## config.mk

```make
export PLATFORM = sky130hd
export DESIGN_NAME = operand_issue_stage_flat
export DESIGN_NICKNAME = d
export VERILOG_FILES = /design/src/rtl/operand_issue_stage_pkg.sv /design/src/rtl/operand_issue_stage_if.sv /design/src/rtl/operand_issue_stage_forward_select.sv /design/src/rtl/operand_issue_stage.sv /design/src/flat_wrapper.sv
export SDC_FILE = /design/constraint.sdc
export NUM_CORES = 1
export LEC_CHECK = 0
export CORE_AREA = 5 5 156 158
export DETAILED_ROUTE_END_ITERATION = 10
export DIE_AREA = 0 0 161 163
export GPL_TIMING_DRIVEN = 0
export PLACE_DENSITY_LB_ADDON = 0.15
export SLEW_MARGIN = 20
export SYNTH_ARGS = -nofsm -noshare
export SYNTH_HDL_FRONTEND = slang
export SYNTH_SLANG_ARGS = --single-unit
```

## constraint.sdc

```tcl
create_clock -name clock -period 2.4 [get_ports clock]
set_clock_uncertainty 0.05 [all_clocks]
set_input_delay 0.48 -clock clock [delete_from_list [all_inputs] [get_ports clock]]
set_output_delay 0.48 -clock clock [all_outputs]
set_load 0.01 [all_outputs]
```

## src/rtl/operand_issue_stage_pkg.sv

```systemverilog
// Shared pipeline definitions: datapath width, register index width and the
// ID/EX bundle that the EX and MEM stages also carry.
package operand_issue_stage_pkg;
  localparam int XLEN  = 32;
  localparam int REG_W = 5;
  localparam logic [REG_W-1:0] REG_ZERO = '0;

  typedef struct packed {
    logic             valid;
    logic [XLEN-1:0]  pc;
    logic [REG_W-1:0] rd;
    logic             wb_en;
    logic             is_load;
    logic [XLEN-1:0]  op1;
    logic [XLEN-1:0]  op2;
  } id_ex_t;

  typedef enum logic {ST_IDLE, ST_LOAD_WAIT} stall_state_t;

  // A producer supplies a source only if it really writes a non-zero rd that the consumer reads.
  function automatic logic src_match(input logic use_src, input logic [REG_W-1:0] rs,
                                     input logic valid, input logic wb_en,
                                     input logic [REG_W-1:0] rd);
    return use_src && valid && wb_en && (rd == rs) && (rs != REG_ZERO);
  endfunction
endpackage

```

## src/rtl/operand_issue_stage_if.sv

```systemverilog
// Decode-side bundle: IF/ID instruction fields, register-file read port and stall back-pressure.
interface operand_issue_stage_if;
  import operand_issue_stage_pkg::*;
  logic             id_valid;
  logic [XLEN-1:0]  id_pc;
  logic [REG_W-1:0] id_rs1, id_rs2, id_rd;
  logic             id_use_rs1, id_use_rs2, id_wb_en, id_is_load;
  logic [REG_W-1:0] addr_rs1, addr_rs2;
  logic [XLEN-1:0]  data_rs1, data_rs2;
  logic             stall_id;

  modport master (
    output id_valid, id_pc, id_rs1, id_rs2, id_rd, id_use_rs1, id_use_rs2,
           id_wb_en, id_is_load, data_rs1, data_rs2,
    input  addr_rs1, addr_rs2, stall_id
  );
  modport slave (
    input  id_valid, id_pc, id_rs1, id_rs2, id_rd, id_use_rs1, id_use_rs2,
           id_wb_en, id_is_load, data_rs1, data_rs2,
    output addr_rs1, addr_rs2, stall_id
  );
endinterface

```

## src/rtl/operand_issue_stage_forward_select.sv

```systemverilog
// Per-operand bypass mux: EX > MEM > WB > register file, x0 forced to zero.
module operand_issue_stage_forward_select
  import operand_issue_stage_pkg::*;
(
  input  logic             use_src,
  input  logic [REG_W-1:0] rs,
  input  logic [XLEN-1:0]  rf_data,
  input  logic             ex_valid,
  input  logic             ex_wb_en,
  input  logic             ex_is_load,
  input  logic [REG_W-1:0] ex_rd,
  input  logic [XLEN-1:0]  ex_result,
  input  logic             mem_valid,
  input  logic             mem_wb_en,
  input  logic [REG_W-1:0] mem_rd,
  input  logic [XLEN-1:0]  mem_result,
  input  logic             wb_valid,
  input  logic             wb_en,
  input  logic [REG_W-1:0] wb_rd,
  input  logic [XLEN-1:0]  wb_data,
  output logic [XLEN-1:0]  operand,
  output logic             load_hazard
);
  logic ex_hit, mem_hit, wb_hit;

  assign ex_hit      = src_match(use_src, rs, ex_valid, ex_wb_en, ex_rd);
  assign mem_hit     = src_match(use_src, rs, mem_valid, mem_wb_en, mem_rd);
  assign wb_hit      = src_match(use_src, rs, wb_valid, wb_en, wb_rd);
  assign load_hazard = ex_hit & ex_is_load;

  // A load in EX has no data yet; the resulting stall discards whatever is picked here.
  always_comb begin
    operand = rf_data;
    if (rs == REG_ZERO)            operand = '0;
    else if (ex_hit && !ex_is_load) operand = ex_result;
    else if (mem_hit)              operand = mem_result;
    else if (wb_hit)               operand = wb_data;
  end
endmodule

```

## src/rtl/operand_issue_stage.sv

```systemverilog
// ID/EX boundary: operand bypassing, load-use stall, ID/EX register and event counters.
module operand_issue_stage #(
  parameter int XLEN  = 32,
  parameter int CNT_W = 32
) (
  input  logic                  clock,
  input  logic                  reset,
  operand_issue_stage_if.slave  id_bus,
  input  logic [XLEN-1:0]       ex_result,
  input  logic                  mem_valid,
  input  logic                  mem_wb_en,
  input  logic [4:0]            mem_rd,
  input  logic [XLEN-1:0]       mem_result,
  input  logic                  wb_valid,
  input  logic                  wb_en,
  input  logic [4:0]            wb_rd,
  input  logic [XLEN-1:0]       wb_data,
  input  logic                  flush,
  output logic                  ex_valid,
  output logic                  ex_wb_en,
  output logic                  ex_is_load,
  output logic [XLEN-1:0]       ex_pc,
  output logic [4:0]            ex_rd,
  output logic [XLEN-1:0]       ex_op1,
  output logic [XLEN-1:0]       ex_op2,
  output logic [CNT_W-1:0]      stall_count,
  output logic [CNT_W-1:0]      flush_count
);
  import operand_issue_stage_pkg::id_ex_t;
  import operand_issue_stage_pkg::stall_state_t;
  import operand_issue_stage_pkg::ST_IDLE;
  import operand_issue_stage_pkg::ST_LOAD_WAIT;

  id_ex_t          ex_q;
  stall_state_t    state, state_nxt;
  logic [XLEN-1:0] op1, op2;
  logic            haz1, haz2, stall_id;

  assign id_bus.addr_rs1 = id_bus.id_rs1;
  assign id_bus.addr_rs2 = id_bus.id_rs2;

  operand_issue_stage_forward_select u_fwd1 (
    .use_src(id_bus.id_use_rs1), .rs(id_bus.id_rs1), .rf_data(id_bus.data_rs1),
    .ex_valid(ex_q.valid), .ex_wb_en(ex_q.wb_en), .ex_is_load(ex_q.is_load),
    .ex_rd(ex_q.rd), .ex_result(ex_result),
    .mem_valid(mem_valid), .mem_wb_en(mem_wb_en), .mem_rd(mem_rd), .mem_result(mem_result),
    .wb_valid(wb_valid), .wb_en(wb_en), .wb_rd(wb_rd), .wb_data(wb_data),
    .operand(op1), .load_hazard(haz1)
  );

  operand_issue_stage_forward_select u_fwd2 (
    .use_src(id_bus.id_use_rs2), .rs(id_bus.id_rs2), .rf_data(id_bus.data_rs2),
    .ex_valid(ex_q.valid), .ex_wb_en(ex_q.wb_en), .ex_is_load(ex_q.is_load),
    .ex_rd(ex_q.rd), .ex_result(ex_result),
    .mem_valid(mem_valid), .mem_wb_en(mem_wb_en), .mem_rd(mem_rd), .mem_result(mem_result),
    .wb_valid(wb_valid), .wb_en(wb_en), .wb_rd(wb_rd), .wb_data(wb_data),
    .operand(op2), .load_hazard(haz2)
  );

  // ex_q is cleared during reset, so no EX match and no stall can appear then.
  assign stall_id        = id_bus.id_valid & (haz1 | haz2) & ~flush;
  assign id_bus.stall_id = stall_id;

  always_ff @(posedge clock or negedge reset) begin
    if (!reset) begin
      ex_q <= '0;
    end else if (flush || stall_id) begin
      ex_q.valid   <= 1'b0;
      ex_q.wb_en   <= 1'b0;
      ex_q.is_load <= 1'b0;
      ex_q.rd      <= '0;
    end else begin
      ex_q <= '{valid: id_bus.id_valid, pc: id_bus.id_pc, rd: id_bus.id_rd,
                wb_en: id_bus.id_wb_en, is_load: id_bus.id_is_load, op1: op1, op2: op2};
    end
  end

  always_ff @(posedge clock or negedge reset) begin
    if (!reset) begin
      stall_count <= '0;
      flush_count <= '0;
      state       <= ST_IDLE;
    end else begin
      if (stall_id) stall_count <= stall_count + CNT_W'(1);
      if (flush)    flush_count <= flush_count + CNT_W'(1);
      state <= state_nxt;
    end
  end

  // The load has moved to MEM by the time we leave LOAD_WAIT, so one bubble always suffices.
  always_comb begin
    state_nxt = state;
    case (state)
      ST_IDLE:      if (stall_id) state_nxt = ST_LOAD_WAIT;
      ST_LOAD_WAIT: state_nxt = ST_IDLE;
      default:      state_nxt = ST_IDLE;
    endcase
  end

  always @(posedge clock)
    if (reset && state == ST_LOAD_WAIT) assert (!stall_id);

  assign ex_valid   = ex_q.valid;
  assign ex_wb_en   = ex_q.wb_en;
  assign ex_is_load = ex_q.is_load;
  assign ex_pc      = ex_q.pc;
  assign ex_rd      = ex_q.rd;
  assign ex_op1     = ex_q.op1;
  assign ex_op2     = ex_q.op2;
endmodule

```

## src/flat_wrapper.sv

```systemverilog
// flat-port wrapper written by rule: the top's interface ports become plain ports
module operand_issue_stage_flat import operand_issue_stage_pkg::id_ex_t; import operand_issue_stage_pkg::stall_state_t; import operand_issue_stage_pkg::ST_IDLE; import operand_issue_stage_pkg::ST_LOAD_WAIT;
#(
  parameter int XLEN  = 32,
  parameter int CNT_W = 32
)
  (clock, reset, ex_result, mem_valid, mem_wb_en, mem_rd, mem_result, wb_valid, wb_en, wb_rd, wb_data, flush, ex_valid, ex_wb_en, ex_is_load, ex_pc, ex_rd, ex_op1, ex_op2, stall_count, flush_count, id_bus_id_valid, id_bus_id_pc, id_bus_id_rs1, id_bus_id_rs2, id_bus_id_rd, id_bus_id_use_rs1, id_bus_id_use_rs2, id_bus_id_wb_en, id_bus_id_is_load, id_bus_data_rs1, id_bus_data_rs2, id_bus_addr_rs1, id_bus_addr_rs2, id_bus_stall_id);
  operand_issue_stage_if id_bus_i ();
  input  logic clock;
  input  logic reset;
  input  logic [XLEN-1:0] ex_result;
  input  logic mem_valid;
  input  logic mem_wb_en;
  input  logic [4:0] mem_rd;
  input  logic [XLEN-1:0] mem_result;
  input  logic wb_valid;
  input  logic wb_en;
  input  logic [4:0] wb_rd;
  input  logic [XLEN-1:0] wb_data;
  input  logic flush;
  output logic ex_valid;
  output logic ex_wb_en;
  output logic ex_is_load;
  output logic [XLEN-1:0] ex_pc;
  output logic [4:0] ex_rd;
  output logic [XLEN-1:0] ex_op1;
  output logic [XLEN-1:0] ex_op2;
  output logic [CNT_W-1:0] stall_count;
  output logic [CNT_W-1:0] flush_count;
  input wire logic [$bits(id_bus_i.id_valid)-1:0] id_bus_id_valid;
  input wire logic [$bits(id_bus_i.id_pc)-1:0] id_bus_id_pc;
  input wire logic [$bits(id_bus_i.id_rs1)-1:0] id_bus_id_rs1;
  input wire logic [$bits(id_bus_i.id_rs2)-1:0] id_bus_id_rs2;
  input wire logic [$bits(id_bus_i.id_rd)-1:0] id_bus_id_rd;
  input wire logic [$bits(id_bus_i.id_use_rs1)-1:0] id_bus_id_use_rs1;
  input wire logic [$bits(id_bus_i.id_use_rs2)-1:0] id_bus_id_use_rs2;
  input wire logic [$bits(id_bus_i.id_wb_en)-1:0] id_bus_id_wb_en;
  input wire logic [$bits(id_bus_i.id_is_load)-1:0] id_bus_id_is_load;
  input wire logic [$bits(id_bus_i.data_rs1)-1:0] id_bus_data_rs1;
  input wire logic [$bits(id_bus_i.data_rs2)-1:0] id_bus_data_rs2;
  output wire logic [$bits(id_bus_i.addr_rs1)-1:0] id_bus_addr_rs1;
  output wire logic [$bits(id_bus_i.addr_rs2)-1:0] id_bus_addr_rs2;
  output wire logic [$bits(id_bus_i.stall_id)-1:0] id_bus_stall_id;
  assign id_bus_i.id_valid = id_bus_id_valid;
  assign id_bus_i.id_pc = id_bus_id_pc;
  assign id_bus_i.id_rs1 = id_bus_id_rs1;
  assign id_bus_i.id_rs2 = id_bus_id_rs2;
  assign id_bus_i.id_rd = id_bus_id_rd;
  assign id_bus_i.id_use_rs1 = id_bus_id_use_rs1;
  assign id_bus_i.id_use_rs2 = id_bus_id_use_rs2;
  assign id_bus_i.id_wb_en = id_bus_id_wb_en;
  assign id_bus_i.id_is_load = id_bus_id_is_load;
  assign id_bus_i.data_rs1 = id_bus_data_rs1;
  assign id_bus_i.data_rs2 = id_bus_data_rs2;
  assign id_bus_addr_rs1 = id_bus_i.addr_rs1;
  assign id_bus_addr_rs2 = id_bus_i.addr_rs2;
  assign id_bus_stall_id = id_bus_i.stall_id;
  operand_issue_stage #(.XLEN(XLEN), .CNT_W(CNT_W)) u_core (.clock(clock), .reset(reset), .id_bus(id_bus_i), .ex_result(ex_result), .mem_valid(mem_valid), .mem_wb_en(mem_wb_en), .mem_rd(mem_rd), .mem_result(mem_result), .wb_valid(wb_valid), .wb_en(wb_en), .wb_rd(wb_rd), .wb_data(wb_data), .flush(flush), .ex_valid(ex_valid), .ex_wb_en(ex_wb_en), .ex_is_load(ex_is_load), .ex_pc(ex_pc), .ex_rd(ex_rd), .ex_op1(ex_op1), .ex_op2(ex_op2), .stall_count(stall_count), .flush_count(flush_count));
endmodule
```

==> results.rst, run 1 <==
.. list-table::
   :header-rows: 1

   * - Metric
     - Value
   * - Result of the run
     - finished, violations left
   * - Violated checks
     - negative setup slack
   * - Share of synthesized area occupied by flip-flops and latches
     - 47.57%
   * - Dominant synthesized flop cell
     - dfrtp_1
   * - Async set-or-reset flop fraction in the synthesized netlist
     - 100.0%
   * - Clock-pin slew on the worst setup and hold paths
     - 0.06 ns
   * - Detailed route wirelength on metal3
     - 2983 um
   * - Post-synth net total
     - 1096
   * - Number of synthesized flops with an enable pin
     - 0
   * - Die height
     - 163 um
   * - Worst Setup SP
     - u_core.ex_rd[0]
   * - Worst-case hold slack
     - 0.4404 ns
   * - Count of clock tree sinks
     - 168
   * - Proportion of synthesized area in mux cells
     - 11.58%
   * - Critical setup path kind
     - register to primary output
   * - Layout overhead on the synthesized area
     - 69.25%
   * - Post-route DRC violation count
     - 0
   * - Number of antenna violations at the first check in global routing
     - 1
   * - Share of the synthesized area in compound gates (AO/OA/AOI/OAI)
     - 11.91%
   * - CTS tree
     - done
   * - Avg WL per Cell
     - 21.60 um
   * - Global route overflow
     - 0
   * - Static leakage
     - 6.233 nW
   * - Distinct cell type count of the synthesized netlist
     - 37
   * - Highest-count cells in the layout ignoring fill and taps
     - 395 x clkdlybuf4s50_1, 168 x dfrtp_1, 146 x nor2_1, 65 x a21oi_1, 64 x a221o_1
   * - Maximum number of pins on one net before global-route repair
     - 86
   * - Count of mapped cells out of synthesis
     - 865
   * - # fillers
     - 1920
   * - Global-route wire length before repair
     - 52050 um
   * - Detail Route met2 WL
     - 17050 um
   * - Basic-gate share of the synthesized area counting and, or, nand and nor cells
     - 15.57%
   * - Critical path endpoint category
     - primary output
   * - Combinational family with the most area after synthesis
     - simple AND/OR/NAND/NOR gates
   * - Count of H-tree levels built during CTS
     - 4
   * - Hold Fails Final Rpt
     - 0
   * - Number of synthesized register bits
     - 168
   * - Placeable Area
     - 22980 um2
   * - Routability congestion estimate from global placement
     - 0.9434
   * - Via count of the first global-routing pass
     - 8874
   * - Hold Crit Class
     - register to register
   * - Design area
     - 14960 um2
   * - Slew margin rel.
     - 54.29%
   * - Cell Pwr Density
     - 530.8 nW/um2
   * - Global-route usage over all layers
     - 25.60%
   * - Clock root buffer master
     - clkbuf_16
   * - Hold_sp
     - u_core.stall_count[31]
   * - Post-place setup slack
     - -1.439 ns
   * - Number of port buffers
     - 407
   * - Placement-stage cell area
     - 13310 um2
   * - Total routed wire length on the met1 layer
     - 14170 um
   * - Number of rows in the core area
     - 56
   * - Share of synthesized cell area in full adder, half adder and majority cells
     - 0.2832%
   * - Fraction of final layout cells sized beyond drive strength 1
     - 14.85%
   * - Post-layout minimum cycle time
     - 2.849 ns
   * - CTS Buf Count
     - 17
   * - Critical path data arrival time
     - 2.32 ns
   * - Via density per instance
     - 5.269
   * - Yosys top cell by area
     - dfrtp_1
   * - Worst-path fanout max
     - 6
   * - Yosys top cell area share
     - 47.57%
   * - Critical R2R Launch
     - u_core.stall_count[11]
   * - Clock Path Buffers
     - 2
   * - Total of max-cap violations
     - 0
   * - DRT iter0 DRCs
     - 419
   * - Xor and xnor area share after synthesis
     - 9.118%
   * - Count of yosys warnings during synthesis
     - 0
   * - Drt total wl
     - 35230 um
   * - Detailed Place HPWL
     - 26180 um
   * - Total I/O pin count
     - 408
   * - Most frequent standard cell in the layout excluding fill and tap cells
     - clkdlybuf4s50_1
   * - Post-detailed-route count of antenna-violating nets
     - 0
   * - Chip width
     - 161 um
   * - Final-stage net count
     - 1558
   * - Final setup violation count
     - 110
   * - DR vias
     - 8594
   * - Top routing layer in use
     - met4
   * - Max VDD drop
     - 0.4568 mV
   * - Unrepaired setup endpoints after global routing
     - yes
   * - Die area
     - 26240 um2
   * - Effective utilization at floorplan
     - 38.45%
   * - Maximum clock frequency
     - 0.3510 GHz
   * - Clock Latency Late Sink
     - 0.43 ns
   * - Crit path setup slack, layout
     - -0.4493 ns
   * - Transition time at the pin with the least slew margin
     - 0.6856 ns
   * - Cells taking the most area after synthesis
     - dfrtp_1 48%, a221o_1 7.2%, mux2i_1 7.2%
   * - Drt pass-1 iters
     - 5
   * - Final count of pins violating max slew
     - 0
   * - Crit path launch type
     - register
   * - Synthesized area
     - 8837 um2
   * - Crit share post-route
     - 118.7%
   * - WP data required
     - 1.87 ns
   * - Synth Area per Inst
     - 10.22 um2
cells by family after synthesis:
kind of cell | after synthesis
adder cells (fa/ha/maj) | 2
buffers and inverters | 63
AND/OR/NAND/NOR | 304
XOR/XNOR | 92
multiplexers | 98
flip-flops | 168
AO/OA/AOI/OAI | 138
area by class of cell:
cell class,count,area (um2),area share (%)
flip-flops and latches,168,4204,28.11
inverters,3,11.26,0.07529
clock buffers,21,460.4,3.078
diodes,1,2.502,0.01673
plain buffers,57,524.3,3.505
repair buffers,446,4624,30.92
clock inverters,11,137.6,0.9202
multi-input cells,634,4629,30.95
well taps,290,362.8,2.426
power by group:
| group | switching [mW] | internal (mW) | total, mW | leakage, nW |
|---|---|---|---|---|
| Clock | 1.22 | 1.61 | 2.83 | 0.282 |
| Combinational | 0.736 | 1.13 | 1.87 | 3.82 |
| Sequential | 0.180 | 3.06 | 3.24 | 2.13 |
cell usage after synthesis (3+ instances only):
master / count
and3_1: 9
nor3_1: 11
buf_2: 19
dfrtp_1: 168
xor2_1: 31
or4_1: 4
buf_6: 7
and2_1: 11
mux2_2: 34
xnor2_1: 61
buf_4: 10
a21oi_1: 65
inv_1: 3
buf_1: 5
clkbuf_1: 19
a221o_1: 64
nand4_1: 25
nor2_1: 148
nand3_1: 20
mux2i_1: 64
nand2_1: 63
routing by layer:
metal	GRT usage (%)	vias up
met5	0	-
met4	8.763	0
met3	8.479	54
met2	42.13	347
met1	31.84	4175
li1	-	4018
state kept, by name, indices dropped and copies added (netlist names):
signal              cells
u_core.ex_wb_en         1
u_core.ex_pc           32
u_core.ex_rd            5
u_core.stall_count     32
u_core.flush_count     32
u_core.ex_is_load       1
u_core.ex_op2          32
u_core.ex_valid         1
u_core.ex_op1          32
final timing paths:
path	to	slack, ns	cells after the start
max in group asynchronous	u_core.stall_count[30]	0.86	3
hold reg to reg	u_core.stall_count[31]	0.44	1
hold / removal	u_core.stall_count[31]	0.44	1
setup / recovery	id_bus_stall_id	-0.45	6
min in group asynchronous	u_core.ex_op1[14]	0.56	2
setup reg to reg	u_core.stall_count[31]	-0.26	6
worst max-delay path, cell delays in order, from the launching register on:
cell and delay (ns):
dfrtp_1 0.42, xnor2_1 0.15, nand4_1 0.10, or4_4 0.58
buf_12 0.16, a211oi_4 0.29, buf_2 0.19
metrics by stage:
stage	total power, mW	utilization [%]	instances	TNS (ns)
after floorplan	3.848	-	865	0
after CTS	7.926	62.81	1616	-13.67
after detailed placement	5.018	57.93	1563	-135.50
after global placement	4.988	57.79	1562	-1204.89
after global routing	8.256	65.08	1631	-30.03
final	7.940	65.08	1631	-17.53
repair_timing:
action                                 CTS  global route
gates cloned                             2             7
setup buffers                           18            11
resized for setup                      129            82
setup endpoints to repair              135           139
endpoints found under the hold margin    1             0
pin swaps                               14            69
hold buffers                             1             0
Note: power is estimated with default switching activity, not from simulation.
==> run 2, diff against run 1 <==
--- a/config.mk
+++ b/config.mk
@@ -5,10 +5,11 @@
 export SDC_FILE = /design/constraint.sdc
 export NUM_CORES = 1
 export LEC_CHECK = 0
-export CORE_AREA = 5 5 156 158
+export CORE_MARGIN = 5
+export CORE_UTILIZATION = 38
 export DETAILED_ROUTE_END_ITERATION = 10
-export DIE_AREA = 0 0 161 163
 export GPL_TIMING_DRIVEN = 0
+export HOLD_SLACK_MARGIN = 0.12
 export PLACE_DENSITY_LB_ADDON = 0.15
 export SLEW_MARGIN = 20
 export SYNTH_ARGS = -nofsm -noshare
==> constraint.sdc (replaced) <==
create_clock -name clock -period 2.6 [get_ports clock]
set_clock_uncertainty 0.05 [all_clocks]
set_input_delay 0.52 -clock clock [delete_from_list [all_inputs] [get_ports clock]]
set_output_delay 0.52 -clock clock [all_outputs]
set_load 0.01 [all_outputs]
==> run 2 against run 1 <==
Effect of this change: the run still ends with negative setup slack left; global-route usage grew 0.36 points; first-iteration DRC count grew 16%; sequential share of layout area grew 1.6 points; die area grew 0.62%; critical endpoint unchanged; cell area shrank 5.2%; via count grew 0.29%; routed wire length grew 0.38%.
==> results.rst, run 2 (synthesis gave the netlist of run 1 again) <==
.. list-table::
   :header-rows: 1

   * - Metric
     - Value
   * - Drt total wl
     - 35360 um (+0.38%)
   * - Crit path launch type
     - input pin
   * - Final-stage net count
     - 1534 (-1.5%)
   * - Clock Path Buffers
     - 2 (unchanged)
   * - # fillers
     - 1958 (+2.0%)
   * - Chip width
     - 162.5 um (+0.93%)
   * - Global-route wire length before repair
     - 52820 um (+1.5%)
   * - Post-layout minimum cycle time
     - 2.869 ns
   * - Number of antenna violations at the first check in global routing
     - 5 (+4)
   * - Placed Instances
     - 1586 (+1.5%)
   * - Slew margin rel.
     - 56.16% (+1.9 points)
   * - DRT iter0 DRCs
     - 484 (+16%)
   * - CP cell instances
     - clkdlybuf4s50_1 -> o21ai_4 -> or4_4 -> buf_12 -> a211oi_4 -> buf_2
   * - Area used by multi-input combinational logic
     - 4333 um2 (-6.4%)
   * - Clock network power share
     - 34.5% (-1.2 points)
   * - Max VDD drop
     - 0.3840 mV (-16%)
   * - Result of the run
     - finished, violations left
   * - Count of clock tree sinks
     - 168 (unchanged)
   * - Switching pwr
     - 1.964 mW (-8.1%)
   * - Post-detailed-route count of antenna-violating nets
     - 0 (unchanged)
   * - Total I/O pin count
     - 408 (unchanged)
   * - Violated checks
     - negative setup slack
   * - Critical path endpoint category
     - primary output
   * - Reg area
     - 4205 um2 (about the same)
   * - Slowest stage cell, crit path
     - or4_4
   * - Share of the core filled with cells in the final layout
     - 62.25% (-2.8 points)
   * - Detailed Place HPWL
     - 26890 um (+2.7%)
   * - Critical setup path kind
     - input pin to primary output
   * - Crit path buffers/inverters
     - 3 (+1)
   * - Placeable Area
     - 22780 um2 (-0.89%)
   * - DR vias
     - 8619 (+0.29%)
   * - Maximum clock frequency
     - 0.3485 GHz
   * - CTS Buf Count
     - 17 (unchanged)
   * - Unrepaired setup endpoints after global routing
     - yes
   * - Maximum number of pins on one net before global-route repair
     - 92 (+7.0%)
   * - Die height
     - 162.5 um (-0.31%)
   * - Count of H-tree levels built during CTS
     - 4 (unchanged)
   * - Drt pass-1 iters
     - 5 (unchanged)
   * - Hold Crit Class
     - register to register
   * - Total of max-cap violations
     - 0 (unchanged)
   * - Static leakage
     - 5.724 nW (-8.2%)
   * - Worst-path fanout max
     - 3 (-3)
   * - Effective utilization at floorplan
     - 38.80% (+0.34 points)
   * - Number of rows in the core area
     - 55 (-1.8%)
   * - CTS tree
     - done
   * - Critical path data arrival time
     - 2.30 ns (-0.02 ns)
   * - Highest-count cells in the layout ignoring fill and taps
     - 395 x clkdlybuf4s50_1, 167 x dfrtp_1, 147 x nor2_1, 65 x a21oi_1
   * - Routability congestion estimate from global placement
     - 0.8874 (-5.9%)
   * - Avg WL per Cell
     - 21.66 um (+0.26%)
   * - Global-route usage over all layers
     - 25.96% (+0.36 points)
   * - Via density per instance
     - 5.278 (+0.17%)
   * - Global route overflow
     - 0 (unchanged)
   * - Worst stage delay on the critical path
     - 0.58 ns (about the same)
   * - Hold_sp
     - u_core.flush_count[31]
   * - Fraction of final layout cells sized beyond drive strength 1
     - 12.16% (-2.7 points)
   * - Via count of the first global-routing pass
     - 8823 (-0.57%)
   * - Design area
     - 14180 um2 (-5.2%)
   * - Worst Setup SP
     - id_bus_id_use_rs1
   * - Register-to-register setup slack
     - 0 ns (+0.26 ns)
   * - Hold Fails Final Rpt
     - 0 (unchanged)
   * - Crit share post-route
     - 110.4%
   * - Int Pwr
     - 5.067 mW (-13%)
   * - Clock Latency Late Sink
     - 0.42 ns (about the same)
   * - Post-place setup slack
     - -1.370 ns (+0.06901 ns)
   * - Switching share of total power
     - 27.93% (+1.0 points)
   * - Post-route insts no fill
     - 1633 (+0.12%)
   * - Die area
     - 26410 um2 (+0.62%)
   * - Most frequent standard cell in the layout excluding fill and tap cells
     - clkdlybuf4s50_1
   * - Crit path setup slack, layout
     - -0.2691 ns (+0.1801 ns)
   * - Post-route DRC violation count
     - 0 (unchanged)
   * - Overall Power
     - 7.031 mW (-11%)
   * - Clock root buffer master
     - clkbuf_16
   * - Final count of pins violating max slew
     - 0 (unchanged)
   * - Critical R2R Launch
     - u_core.ex_rd[0]
   * - Cell Pwr Density
     - 495.9 nW/um2 (-6.6%)
   * - Layout overhead on the synthesized area
     - 60.44%
   * - Flop pwr share
     - 42.5% (+1.7 points)
   * - Transition time at the pin with the least slew margin
     - 0.6576 ns (-0.02803 ns)
   * - Number of port buffers
     - 407 (unchanged)
   * - Clock-pin slew on the worst setup and hold paths
     - 0.07 ns (about the same)
   * - Final setup violation count
     - 66 (-40%)
   * - Gate power share
     - 23.0% (-0.6 points)
   * - WP data required
     - 2.03 ns (+0.16 ns)
   * - Gate family responsible for the most delay along the worst path
     - buffers and inverters
   * - Placement-stage cell area
     - 13340 um2 (+0.16%)
## run 2: per-stage QoR
step,TNS (ns),hold WS (ns)
after floorplan,0,0.1744
after global placement,-1163.91,0.4143
after detailed placement,-115.92,0.4188
after CTS,-1.877,0.4284
after global routing,-10.52,0.4540
final,-2.884,0.4234
## run 2: power groups by stage
stage          combinational, mW  clock, mW  sequential, mW
2_1_floorplan              0.441          0            3.11
3_3_place_gp                1.58          0            3.03
3_5_place_dp                1.60          0            3.04
4_1_cts                     1.62       2.47            2.99
5_1_grt                     1.72       2.59            3.02
6_report                    1.62       2.42            2.99
## run 2: worst paths after layout
check	end	depth (start not counted)
setup / recovery	id_bus_stall_id	6
min in group asynchronous	u_core.ex_pc[27]	2
hold / removal	u_core.flush_count[31]	1
hold reg to reg	u_core.flush_count[31]	1
setup reg to reg	u_core.ex_pc[26]	10
max in group asynchronous	u_core.ex_rd[4]	3
## run 2: worst register-to-register path: cells and delay by family (launching register included)
family | cells | cell delay (ns)
compound gates | 1 | 0.17
xor+xnor | 1 | 0.18
buf+inv | 4 | 0.59
flops | 1 | 0.42
mux | 1 | 0.35
simple gates | 3 | 0.75
## run 2: cell type report
| class | instances | share of cell area [%] |
|---|---|---|
| antenna | 4 | 0.07060 |
| buffer | 60 | 3.247 |
| clock buffer | 19 | 3.124 |
| clock inverter | 13 | 0.7942 |
| inverter | 3 | 0.07942 |
| multi-input combinational | 634 | 30.56 |
| sequential | 168 | 29.66 |
| tap | 313 | 2.762 |
| timing repair buffer | 419 | 29.70 |
## run 2: what timing repair did
action | 4_1_cts | 5_1_grt
pin swaps | 12 | 4
endpoints found under the setup margin | 127 | 108
hold buffers | 1 | 0
buffers inserted | 8 | 2
resized for setup | 74 | 20
endpoints found under the hold margin | 77 | 0
## run 2: routing by layer
metal	GRT usage [%]	up-vias	part of all wire, %
met1	32.28	4177	40
met5	0	-	0.020
met3	7.264	66	8.7
met2	43.16	418	48
met4	9.689	2	3.5
li1	-	3956	-
==> edit 1 (flow settings as in run 1) <==
Change the package constant `REG_ZERO` from '0 to 1.
--- a/src/rtl/operand_issue_stage_pkg.sv
+++ b/src/rtl/operand_issue_stage_pkg.sv
@@ -3,7 +3,7 @@
 package operand_issue_stage_pkg;
   localparam int XLEN  = 32;
   localparam int REG_W = 5;
-  localparam logic [REG_W-1:0] REG_ZERO = '0;
+  localparam logic [REG_W-1:0] REG_ZERO = 1;
 
   typedef struct packed {
     logic             valid;
Formal check against the unedited RTL: not equivalent (a bounded check fails within 4 cycles, from zero or initial values and one cycle with reset low).
==> edit 1 against run 1 <==
  * The flow still finishes with violations (negative setup slack)
  * Power decreased by 2.4%
  * Setup slack improved by 220 ps
  * Critical path depth unchanged
  * Core utilization decreased by 1.5 points
  * Cell area decreased by 2.3%
  * Sequential cell count unchanged
  * Wire length increased by 3.2%
  * Synthesized area increased by 4.5%
  * Largest cell class unchanged
  * Largest power group unchanged
  * Highest routed layer unchanged
==> edit 1: results (changes against run 1) <==
slowest cell on the critical path dfrtp_2; number of H-tree levels 4 (unchanged); CTS buffer count 17 (unchanged); min setup slack post-route -229 ps (+221 ps); number of cells in the finished layout apart from fillers 1,764 (+8.2%); top area cells in the synthesized netlist dfrtp_1 (46%), nand2_1 (9.9%), a221o_1 (6.9%); fill count 1,960 (+2.1%); Netlist cell types 42 (+14%); NumNets Final 1,692 (+8.6%); most used standard cells in the synthesized netlist nand2_1 (244), dfrtp_1 (168), nor2_1 (86); fraction of layout instances using a drive strength above 1 11.5% (-3.3 points); post-route DRC violation count 0 (unchanged); clock-pin slew of the registers on the worst-case setup and hold paths 70 ps; actual slew at the worst max-slew pin 710 ps (+24.8 ps); clock insertion delay at the later pin of the skew report 430 ps (about the same); Root Buffer Master clkbuf_16; maximum resistive drop on vdd 0.000353 V (-23%); WL final 36,400 µm (+3.2%); average via count per standard cell 5.44 (+3.2%); max incr delay on CP 440 ps (-140 ps); Sw Pwr 0.00228 W (+6.5%); Arr. time, crit path 2100 ps (-220 ps); critical path peak fanout 5 (-1); pin count of the biggest net entering global routing 96 (+12%); Final setup violation count 55 (-50%); outcome finished with violations; number of nets in the synthesized netlist 1,250 (+14%); iteration-0 DRC count of the detailed router 756 (+80%); most common flop cell mapped by yosys dfrtp_1; worst setup path start u_core.ex_rd[1]; count of TritonRoute iterations in the first routing pass 7 (+2); vias in the first global route 9,855 (+11%); diode insertion count for antenna repair 0 (-1); share of the yosys chip area belonging to registers 45.5% (-2.0 points); count of cells along the worst register-to-register path 11 (+5); global-route usage over all layers 27.0% (+1.4 points); Syn Area/Cell 9.06 µm² (-11%); Port Buffer Count 405 (-0.49%); Synthesis Warnings 0 (unchanged); first-pass GRT wire length 55,500 µm (+6.6%); placer congestion estimate 0.901 (-4.5%); worst-case clock buffer depth 2 (unchanged); number of antenna violations at the first check in global routing 0 (-1); path class of the lowest-slack min-delay path flip-flop to flip-flop; Detail Placement HPWL 27,500 µm (+5.0%); leakage power figure 6.11 nW (-2.0%); violated checks negative setup slack
edit 1: layout make-up:
cell class,instances,area (µm²),share of cell area [%]
buffer,74,485,3.32
clock buffer,18,429,2.94
clock inverter,14,151,1.04
inverter,8,30.0,0.205
multi-input combinational,768,4690,32.1
sequential,168,4210,28.8
tap,290,363,2.48
timing repair buffer,424,4260,29.2
edit 1: logic make-up (layout without fill, tap and decap cells):
kind of cell | Yosys count | count (layout) | synth area share (%)
flops | 168 | 168 | 45.5
mux | 34 | 34 | 4.15
xor+xnor | 92 | 92 | 8.73
fa+ha+maj | 2 | 2 | 0.271
simple gates | 432 | 432 | 20.1
buf+inv | 83 | 538 | 4.61
compound gates | 208 | 208 | 16.6
edit 1: worst max-delay path, delay by kind of cell, from the launching register on:
family	cells	cell delay, ps
xor+xnor	1	160
compound gates	1	270
flops	1	440
simple gates	2	520
buf+inv	2	300
edit 1: layer usage:
layer / wire length (µm) / part of all wire, % / GRT usage [%] / vias to the layer above
met5: 0 / 0 / 0 / -
met4: 1050 / 2.9 / 9.97 / 0
met3: 3230 / 8.9 / 7.29 / 67
met2: 17800 / 49 / 46.2 / 479
met1: 14300 / 39 / 32.8 / 4554
li1: - / - / - / 4491
edit 1: worst paths after layout:
| kind | slack, ps | to |
|---|---|---|
| setup / recovery | -230 | id_bus_stall_id |
| min in group asynchronous | 540 | u_core.flush_count[22] |
| max in group asynchronous | 850 | u_core.ex_rd[1] |
| setup reg to reg | -80 | u_core.ex_op2[2] |
| hold / removal | 420 | u_core.stall_count[31] |
| hold reg to reg | 420 | u_core.stall_count[31] |
edit 1: power by group through the flow:
stage / Clock, W / Combinational [W] / Sequential (W)
finish: 0.00274 / 0.00175 / 0.00326
global route: 0.00288 / 0.00187 / 0.00330
CTS: 0.00278 / 0.00175 / 0.00326
detailed placement: 0 / 0.00173 / 0.00331
global placement: 0 / 0.00171 / 0.00330
floorplan: 0 / 0.000489 / 0.00339
edit 1: repair_timing:
| item | in CTS | in global routing |
|---|---|---|
| hold buffers | 1 | 0 |
| setup endpoints to repair | 154 | 127 |
| hold endpoints to repair | 36 | 0 |
| pin swaps | 8 | 20 |
| setup buffers | 12 | 5 |
| gates resized for setup | 73 | 35 |
edit 1: per-stage QoR:
step	hold slack, ps	setup TNS [ps]	total power [W]	cell area (µm²)	worst slack (ps)
2_1_floorplan	134	0	0.00387	9240	49.3
3_3_place_gp	407	-1192000	0.00501	13700	-6320
3_5_place_dp	417	-136190	0.00504	13700	-1330
4_1_cts	429	-5130	0.00779	14500	-228
5_1_grt	442	-10450	0.00805	14600	-295
6_report	422	-2230	0.00775	14600	-229
==> edit 2 (settings of run 1) <==
Without the edit above. Reset style: synchronous (`reset`), changed in 2 clocked blocks.
--- a/src/rtl/operand_issue_stage.sv
+++ b/src/rtl/operand_issue_stage.sv
@@ -61,7 +61,7 @@
   assign stall_id        = id_bus.id_valid & (haz1 | haz2) & ~flush;
   assign id_bus.stall_id = stall_id;
 
-  always_ff @(posedge clock or negedge reset) begin
+  always_ff @(posedge clock) begin
     if (!reset) begin
       ex_q <= '0;
     end else if (flush || stall_id) begin
@@ -75,7 +75,7 @@
     end
   end
 
-  always_ff @(posedge clock or negedge reset) begin
+  always_ff @(posedge clock) begin
     if (!reset) begin
       stall_count <= '0;
       flush_count <= '0;
Behaviour: differs if reset is asserted again (counterexample within 4 cycles, from zero or initial values and one cycle with reset low); with reset held inactive, the same outputs for 4 cycles.
==> edit 2 against run 1 <==
  * The flow still finishes with violations (negative setup slack)
  * Synthesized area grew 1.4%
  * Sequential cell count is the same
  * Sequential power shrank 8.6%
  * Setup slack gained 280 ps
  * Final cell count grew 9.1%
  * Sequential share of layout area shrank 5.4 points
  * Power shrank 11%
  * Hold slack lost 27 ps
  * Cell area shrank 1.0%
  * Clock power shrank 2%
  * Wire length grew 22%
  * Critical path type is now input pin to primary output
  * Largest cell class is now multi-input combinational cells
  * Highest routed layer is now met5
==> edit 2: results (changes against run 1) <==
critical path peak fanout 5 (-1); Arr. time, crit path 2040 ps (-280 ps); global-route track usage on met2 53.2% (+11 points); Async SR Flop Fraction 0% (-100 points); Sw Pwr 0.00197 W (-8.0%); Netlist cell types 49 (+32%); leakage power figure 5.55 nW (-11%); max incr delay on CP 540 ps (-40 ps); post-placement setup slack -1310 ps (+130 ps); number of multi-input combinational cells in the layout 740 (+17%); adder and majority cell fraction of the synthesized area 0.279% (-0.0039 points); Hold Crit Start u_core.ex_op2[28]; share of total power consumed by net switching 27.7% (+0.82 points); worst reg2reg path startpoint u_core.ex_rd[0]; violated checks negative setup slack; met2 WL post-DR 21,200 µm (+24%); routed via count 10,600 (+23%); share of the yosys chip area belonging to registers 37.5% (-10 points); met1 capacity usage during global routing 37.7% (+5.8 points); worst setup path start id_bus_id_rs1[3]; proportion of final cell area spent on non-clock buffers 33.2% (-1.2 points); most used standard cells in the synthesized netlist dfxtp_1 (168), o21ai_0 (106), and3_1 (74); fraction of layout instances using a drive strength above 1 15.2% (+0.38 points); min setup slack post-route -169 ps (+280 ps); Final setup violation count 6 (-95%); Met3 Wirelength 3360 µm (+13%); first-pass GRT wire length 63,600 µm (+22%); iteration-0 DRC count of the detailed router 960 (+130%); Worst Hold Endpoint u_core.ex_op2[28]; M1 WL 17,000 µm (+20%); per-cell routed wire length 24.1 µm (+12%); global-route usage over all layers 31.2% (+5.6 points); outcome finished with violations; count of TritonRoute iterations in the first routing pass 6 (+1)
==> edit 2: changes by cell type after synthesis, sizes merged, moves of 34 or more <==
cell | run 1 | this run
dfrtp | 168 | 0
dfxtp | 0 | 168
o21ai | 2 | 115
nor2 | 148 | 54
and3 | 9 | 74
a221o | 64 | 0
a2bb2oi | 0 | 64
o2bb2ai | 0 | 64
mux2i | 64 | 2
a221oi | 0 | 50
clkbuf | 19 | 69
xnor2 | 61 | 22
nand2 | 63 | 26
mux2 | 34 | 0
==> edit 2: worst register-to-register path: stages (launching register included) <==
cell	delay, ps
dfxtp_2	360
xor2_1	180
nor4_4	410
and3_4	260
buf_8	100
buf_6	130
o2111ai_4	200
buf_6	200
or3_1	320
a21oi_2	140
==> edit 2: what timing repair did <==
action | CTS | global route
hold buffers | 0 | 0
gates cloned | 0 | 1
setup buffers | 14 | 8
resized for setup | 119 | 159
pin swaps | 13 | 32
endpoints found under the setup margin | 150 | 113
